[config.mk]
export PLATFORM = sky130hd
export DESIGN_NAME = instr_fetch32
export DESIGN_NICKNAME = d
export VERILOG_FILES = /design/src/rtl/instr_fetch32.sv
export SDC_FILE = /design/constraint.sdc
export NUM_CORES = 1
export LEC_CHECK = 0
export ABC_AREA = 1
export BUFFER_PORTS_ARGS = -buffer_cell sky130_fd_sc_hd__clkbuf_2
export CORE_AREA = 2 2 103 105
export DETAILED_ROUTE_END_ITERATION = 6
export DIE_AREA = 0 0 105 107
export GPL_TIMING_DRIVEN = 0
export PLACE_DENSITY = 0.77
export SLEW_MARGIN = 20
export SYNTH_ARGS = -nofsm -noshare
export SYNTH_HDL_FRONTEND = slang
export SYNTH_SLANG_ARGS = --single-unit
[constraint.sdc]
create_clock -name clock -period 3.57 [get_ports clock]
set_input_delay 0.1785 -clock clock [delete_from_list [all_inputs] [get_ports clock]]
set_output_delay 0.1785 -clock clock [all_outputs]
set_load 0.02 [all_outputs]
[src/rtl/instr_fetch32.sv]
// Fetch stage: owns PC, drives the synchronous instruction ROM,
// resolves next PC from branch/jump controls and halts on bad targets.
module instr_fetch32 #(
   parameter logic [31:0] RESET_PC = 32'h0000_0000,
   parameter int          IMEM_AW  = 14
) (
   input  logic               clock,
   input  logic               reset_n,
   output logic [IMEM_AW-1:0] imem_addr,
   input  logic [31:0]        imem_rdata,
   input  logic               stall,
   input  logic [31:0]        Addr_result,
   input  logic [31:0]        Read_data_1,
   input  logic               Branch,
   input  logic               nBranch,
   input  logic               Jmp,
   input  logic               Jal,
   input  logic               Jr,
   input  logic               Zero,
   output logic [31:0]        Instruction,
   output logic [5:0]         Opcode,
   output logic [5:0]         Function_opcode,
   output logic               inst_valid,
   output logic [31:0]        pc,
   output logic [31:0]        branch_base_addr,
   output logic [31:0]        link_addr,
   output logic               fetch_fault
);

   localparam int SH = IMEM_AW + 2;

   typedef enum logic [1:0] {
      BOOT,
      RUN,
      HALT
   } state_t;

   state_t      state;
   logic [31:0] pc_plus4;
   logic [31:0] next_pc;
   logic [31:0] hi_bits;
   logic        taken;
   logic        sel_br;
   logic        bad_align;
   logic        bad_range;
   logic        fault;

   assign pc_plus4         = pc + 32'd4;
   assign branch_base_addr = pc_plus4;
   assign link_addr        = pc_plus4;

   assign inst_valid  = (state == RUN) & ~stall;
   assign Instruction = inst_valid ? imem_rdata : 32'h0;
   assign Opcode          = Instruction[31:26];
   assign Function_opcode = Instruction[5:0];

   assign taken = (Branch & Zero) | (nBranch & ~Zero);

   always_comb begin
      next_pc = pc_plus4;
      sel_br  = 1'b0;
      if (Jr) begin
         next_pc = {Read_data_1[31:2], 2'b00};
      end else if (Jmp | Jal) begin
         next_pc = {pc_plus4[31:28], Instruction[25:0], 2'b00};
      end else if (taken) begin
         next_pc = Addr_result;
         sel_br  = 1'b1;
      end
   end

   // Anything above the ROM window is illegal, including pc+4 wrap.
   assign hi_bits   = next_pc >> SH;
   assign bad_range = |hi_bits;
   assign bad_align = (Jr & (|Read_data_1[1:0]))
                    | (sel_br & (|Addr_result[1:0]));
   assign fault     = inst_valid & (bad_align | bad_range);

   // Stall/HALT re-read the current word so imem_rdata stays aligned with pc.
   always_comb begin
      imem_addr = pc[IMEM_AW+1:2];
      if (inst_valid)
         imem_addr = next_pc[IMEM_AW+1:2];
   end

   always_ff @(posedge clock or negedge reset_n) begin
      if (!reset_n) begin
         state       <= BOOT;
         pc          <= RESET_PC;
         fetch_fault <= 1'b0;
      end else begin
         unique case (state)
            BOOT: state <= RUN;
            RUN: begin
               if (fault) begin
                  fetch_fault <= 1'b1;
                  state       <= HALT;
               end else if (!stall) begin
                  pc <= next_pc;
               end
            end
            HALT: state <= HALT;
            default: state <= BOOT;
         endcase
      end
   end

endmodule

==> out/metrics.cfg, run 1 <==
[power]
vdd_drop_max_v=0.000230
switchingPower_w=0.000555
cellPowerDensity_nw_per_um2=253
combPwrFrac_pct=41.3
p_leak_nw=3.51
power.share.switching_pct=38.4
p_clk_share_pct=29.8
internal_power_w=0.000890
pwr-share-seq_pct=28.8
fin_total_pwr_w=0.00145

[outcome]
status=complete, no violations

[grt]
antenna_found_initial=0
grt_max_degree=36
grt_pass1_vias=4752
grt_pass1_wl_um=23900
grt_usage_pct=27.0
overflow=0

[timing]
slew-limit-headroom_pct=37.6
rsz0062_at_grt=false
clock_skew_ns=0.0132
worst_pin_slew_ns=0.936
finalMaxSlewViolations=0
setup_violations=0
finalHoldViolCount=0
period_share_pct=90.2
layout_min_cycle_time_ns=3.22
fmaxAchievable_mhz=311
finalSetupTns_ns=0

[synthesis]
synthesis.area_sq_um=4100
ys_seq_area_share_pct=21.4
yosysWarnings=0
synth_fp_nets=819
syn_avg_cell_area_sq_um=5.76
syn_inst=711
ys_ff_latch=35
ys_types=31

[clocking]
cts_resized=0
clockBufferDepth=2
cts_made_buffers=5
cts_hold_buf=0
cts.sinks=35
tritoncts=yes
clk_latency_ns=0.29
postCtsSetupRepairBufs=0
cts.clk_slew.worst_paths_ns=0.08
root_buffer=clkbuf_8
htree_num_levels=2

[cells_and_area]
finalNonFillerCells=1115
multi_input_comb_area_sq_um=2330
drive_above_1_share_pct=38.1
regArea_sq_um=876
syn_to_final_growth_pct=39.3
fill_cells=1047
final_core_util_pct=56.5
finalNetCount=1086
n_antenna_cell=0

[drt]
wl_per_cell_um=13.8
drtIter0Drc=262
via_per_inst=4.69
dr.pass1.iters=5
drc=0
vias=5227
ant_nets=0
routed_wl_um=15400

[die]
die_y_um=107
start_util_pct=40.6
rows=37
num_io_pins=261
coreArea_sq_um=10100
die_w_um=105
die_area_sq_um=11200

[placement]
dp_cells=1107
gp_congestion=0.970
hpwlAfterDp_um=13000
port_buffers=260

[setup_path]
crit_type=register to output port
crit_slowest_cell=dfrtp_1
cp_cell_sequence=inv_1 > ha_1 > inv_2 > nor2_4 > inv_2 > buf_2 > buf_1 > nor2_1 > a21oi_1 > a31oi_2 > inv_1 > o21ai_0 > clkbuf_2
max_stage_delay_ns=0.37
worstPathRequired_ns=3.39
cp-start-kind=register
crit_arrival_ns=3.04
crit_fanout=10
cp-end-kind=output port

[hold_path]
hold_path.class=primary input to async pin

[run]
maxCapViolations=0

## state kept, by name, indices dropped and copies added, names as in the netlist
name         cells
pc              32
state            2
fetch_fault      1
## power by group through the flow
| stage | combinational (W) | clock, W | sequential (W) |
|---|---|---|---|
| floorplan | 0.000374 | 0 | 0.000423 |
| global placement | 0.000584 | 0 | 0.000424 |
| detailed placement | 0.000592 | 0 | 0.000424 |
| CTS | 0.000593 | 0.000440 | 0.000417 |
| global route | 0.000658 | 0.000458 | 0.000419 |
| finish | 0.000597 | 0.000431 | 0.000417 |
## layer usage
layer / vias to the layer above / wire (um) / track usage, %
met3: 14 / 1430 / 6.87
met1: 2348 / 6320 / 34.2
met2: 231 / 7420 / 46.2
met4: 0 / 204 / 6.29
met5: - / 0 / 0
li1: 2634 / - / -
## cells in the final DEF (no fill, tap or decap), types with 13 or more instances in the layout
| master | n |
|---|---|
| clkbuf_2 | 260 |
| buf_4 | 47 |
| xor2_1 | 13 |
| nand3_1 | 37 |
| dfrtp_1 | 35 |
| a21oi_1 | 16 |
| nand2_1 | 245 |
| inv_1 | 112 |
| o21ai_0 | 18 |
| nor2_1 | 81 |
## worst paths after layout
path,from,to,slack (ns),cells past startpoint
worst min register to register,fetch_fault,fetch_fault,0.48,2
max in group asynchronous,reset_n,state[1],2.96,1
worst min-delay path,reset_n,pc[27],0.02,1
min in group clock,Read_data_1[3],pc[3],0.25,5
worst max register to register,state[0],pc[2],0.73,19
worst max-delay path,state[1],imem_addr[13],0.35,13
## cells by family (layout without fill, tap and decap cells)
logic type	Yosys count	in the layout	share of synthesized area (%)
AND/OR/NAND/NOR	416	416	44.1
buffers and inverters	184	452	21.8
AO/OA/AOI/OAI	59	59	8.64
flip-flops	35	35	21.4
XOR/XNOR	14	14	3.18
adder cells (fa/ha/maj)	3	3	0.916
## Yosys cell counts
| master | count | area [sq um] |
|---|---|---|
| a21oi_1 | 16 | 80.1 |
| a31oi_1 | 11 | 68.8 |
| and2_1 | 5 | 31.3 |
| buf_1 | 6 | 22.5 |
| buf_2 | 3 | 15.0 |
| buf_4 | 47 | 353 |
| buf_6 | 3 | 33.8 |
| clkbuf_1 | 9 | 33.8 |
| dfrtp_1 | 35 | 876 |
| ha_1 | 3 | 37.5 |
| inv_1 | 112 | 420 |
| inv_2 | 4 | 15.0 |
| nand2_1 | 245 | 920 |
| nand2_2 | 11 | 68.8 |
| nand2_4 | 1 | 11.3 |
| nand3_1 | 37 | 185 |
| nand3b_1 | 5 | 37.5 |
| nand4_1 | 3 | 18.8 |
| nor2_1 | 81 | 304 |
| nor2_2 | 7 | 43.8 |
| nor2_4 | 8 | 90.1 |
| nor2_8 | 1 | 20.0 |
| o211ai_1 | 1 | 7.51 |
| o21ai_0 | 18 | 90.1 |
| o21ai_2 | 7 | 61.3 |
| o21bai_1 | 1 | 7.51 |
| o221ai_1 | 3 | 26.3 |
| o22ai_1 | 2 | 12.5 |
| or2_2 | 12 | 75.1 |
| xor2_1 | 13 | 114 |
| xor2_2 | 1 | 16.3 |
## per-stage QoR
step / cell area [sq um] / setup slack [ns] / hold WS [ns]
5_1_grt: 5710 / 0.0468 / 0.0916
3_3_place_gp: 5570 / 0.595 / 0.347
6_report: 5710 / 0.351 / 0.0183
3_5_place_dp: 5570 / 0.571 / 0.363
4_1_cts: 5700 / 0.252 / 0.0503
2_1_floorplan: 4100 / 0.891 / -0.117
## layout make-up
class	instances	share of cell area (%)
Inverter	116	7.63
Timing Repair Buffer	260	22.8
Multi-Input combinational cell	492	40.9
Sequential cell	35	15.3
Buffer	68	8.02
Clock buffer	6	1.27
Tap cell	136	2.98
Clock inverter	2	1.05
## worst max-delay path, delay by kind of cell, from the launching register on
family / cells / cell delay, ns
buffers and inverters: 7 / 1.10
AO/OA/AOI/OAI: 3 / 0.58
AND/OR/NAND/NOR: 2 / 0.47
flip-flops: 1 / 0.37
adder cells (fa/ha/maj): 1 / 0.24
No activity file was read; power rests on OpenSTA's default activity.
==> inputs of run 2 (changes only) <==
--- a/config.mk
+++ b/config.mk
@@ -10,7 +10,7 @@
 export CORE_AREA = 2 2 103 105
 export DETAILED_ROUTE_END_ITERATION = 6
 export DIE_AREA = 0 0 105 107
-export GPL_TIMING_DRIVEN = 0
+export MAX_ROUTING_LAYER = met4
 export PLACE_DENSITY = 0.77
 export SLEW_MARGIN = 20
 export SYNTH_ARGS = -nofsm -noshare
==> out/metrics.cfg, run 2 (synthesis gave the netlist of run 1 again) <==
[drt]
via_per_inst=4.71  ; +0.51%
vias=4957  ; -5.2%
drc=0  ; unchanged
ant_nets=0  ; unchanged
dr.pass1.iters=5  ; unchanged
wl_per_cell_um=14.0  ; +1.8%
drtIter0Drc=320  ; +22%
routed_wl_um=14800  ; -3.9%

[setup_path]
crit_arrival_ns=3.03  ; about the same
cp-end-kind=register
crit_fanout=37  ; +27
worstPathRequired_ns=3.73  ; +0.34 ns
crit_type=register to register
cp-start-kind=register

[cells_and_area]
finalNonFillerCells=1052  ; -5.7%
multi_input_comb_area_sq_um=2330  ; about the same
finalNetCount=1023  ; -5.8%
largest_register_ffs=32  ; unchanged
regMostFlops=pc
syn_to_final_growth_pct=28.2
fill_cells=1111  ; +6.1%
reg.largest.list=pc (32), state (2), fetch_fault (1)
final_cell_mix=clkbuf_2 (260), nand2_1 (245), inv_1 (111)
drive_above_1_share_pct=35.6  ; -2.5 points
n_antenna_cell=0  ; unchanged
regArea_sq_um=876  ; unchanged
final_common_cell=clkbuf_2

[grt]
antenna_found_initial=0  ; unchanged
grt_usage_pct=26.5  ; -0.49 points
grt_pass1_vias=4520  ; -4.9%
overflow=0  ; unchanged
grt_max_degree=39  ; +8.3%
grt_pass1_wl_um=23100  ; -3.5%

[placement]
port_buffers=260  ; unchanged
hpwlAfterDp_um=12300  ; -5.4%
gp_congestion=0.945  ; -2.6%
dp_cells=1044  ; -5.7%

[clocking]
cts.sinks=35  ; unchanged
clk_latency_ns=0.28  ; about the same
postCtsSetupRepairBufs=0  ; unchanged
htree_num_levels=2  ; unchanged
cts_resized=0  ; unchanged
cts_made_buffers=5  ; unchanged
clockBufferDepth=2  ; unchanged
tritoncts=yes
root_buffer=clkbuf_8
cts.clk_slew.worst_paths_ns=0.07  ; about the same
cts_hold_buf=0  ; unchanged

[power]
fin_total_pwr_w=0.00129  ; -11%
cellPowerDensity_nw_per_um2=246  ; -2.8%
vdd_drop_max_v=0.000197  ; -14%
p_leak_nw=3.21  ; -8.4%

[die]
die_w_um=105  ; unchanged
rows=37  ; unchanged
die_y_um=107  ; unchanged
start_util_pct=40.6  ; unchanged
num_io_pins=261  ; unchanged
die_area_sq_um=11200  ; unchanged
coreArea_sq_um=10100  ; unchanged

[timing]
finalHoldViolCount=0  ; unchanged
layout_min_cycle_time_ns=2.87  ; -0.346 ns
setup_violations=0  ; unchanged
finalMaxSlewViolations=0  ; unchanged
finalSetupTns_ns=0  ; unchanged
rsz0062_at_grt=false
period_share_pct=80.5  ; -9.7 points
clock_skew_ns=0.00188  ; -0.0113 ns
slew-limit-headroom_pct=30.8  ; -6.8 points
fmaxAchievable_mhz=348  ; +12%
worst_pin_slew_ns=1.03  ; +0.0956 ns

[run]
maxCapViolations=0  ; unchanged

[hold_path]
hold_path.class=primary input to async pin

[outcome]
status=complete, no violations

==> run 2: worst paths after layout <==
kind                          endpoint  depth (start not counted)  slack [ns]            from
setup / recovery                pc[14]                         18        0.70           pc[3]
hold / removal                  pc[13]                          1       0.002         reset_n
setup reg to reg                pc[14]                         18        0.70           pc[3]
hold reg to reg            fetch_fault                          2        0.48     fetch_fault
max in group asynchronous        pc[0]                          1        3.03         reset_n
min in group clock               pc[3]                          5        0.27  Read_data_1[3]
==> run 2: power breakdown <==
group / switching [W] / internal (W)
combinational: 0.000377 / 0.000182
clock: 0.000141 / 0.000176
sequential: 0.00000850 / 0.000409
total: 0.000527 / 0.000767
==> run 2: final cells by class <==
type / instances / share of cell area, %
Sequential cell: 35 / 16.7
Timing Repair Buffer: 265 / 25.5
Multi-Input combinational cell: 492 / 44.4
Inverter: 116 / 8.29
Clock buffer: 8 / 1.91
Tap cell: 136 / 3.24
==> run 2: critical path, cell delays in order, from the launching register on <==
cell and delay, ns:
dfrtp_1 0.48, ha_1 0.29, nand2_1 0.11, nor2_4 0.16, nand2_2 0.12, nor2_4 0.18
nand2_1 0.07, nand2_1 0.08, nand2_2 0.08, nand2_1 0.10, nand2_1 0.06, nand2_1 0.05
nand2_1 0.08, nor2_2 0.10, nand2_2 0.09, nor2_8 0.21, nand2_4 0.28, nand2_1 0.16
o21ai_2 0.06
==> run 2: per-stage QoR <==
| step | instance area, sq um | hold WS [ns] | util (%) | setup slack [ns] |
|---|---|---|---|---|
| 6_report | 5250 | 0.00206 | 52.0 | 0.697 |
| 5_1_grt | 5250 | 0.0838 | 52.0 | 0.356 |
| 4_1_cts | 5250 | 0.0383 | 52.0 | 0.694 |
| 3_5_place_dp | 5150 | 0.341 | 51.1 | 0.711 |
| 3_3_place_gp | 5150 | 0.332 | 51.1 | 0.764 |
| 2_1_floorplan | 4100 | -0.117 | - | 0.891 |
==> run 2: layer usage <==
metal  share of wire (%)  global-route usage (%)  vias up
li1                    -                       -     2506
met1                  45                    35.7     2233
met2                  48                    44.0      210
met3                 6.6                    3.34        8
met4                0.66                    3.81        0
met5                   0                       -        -
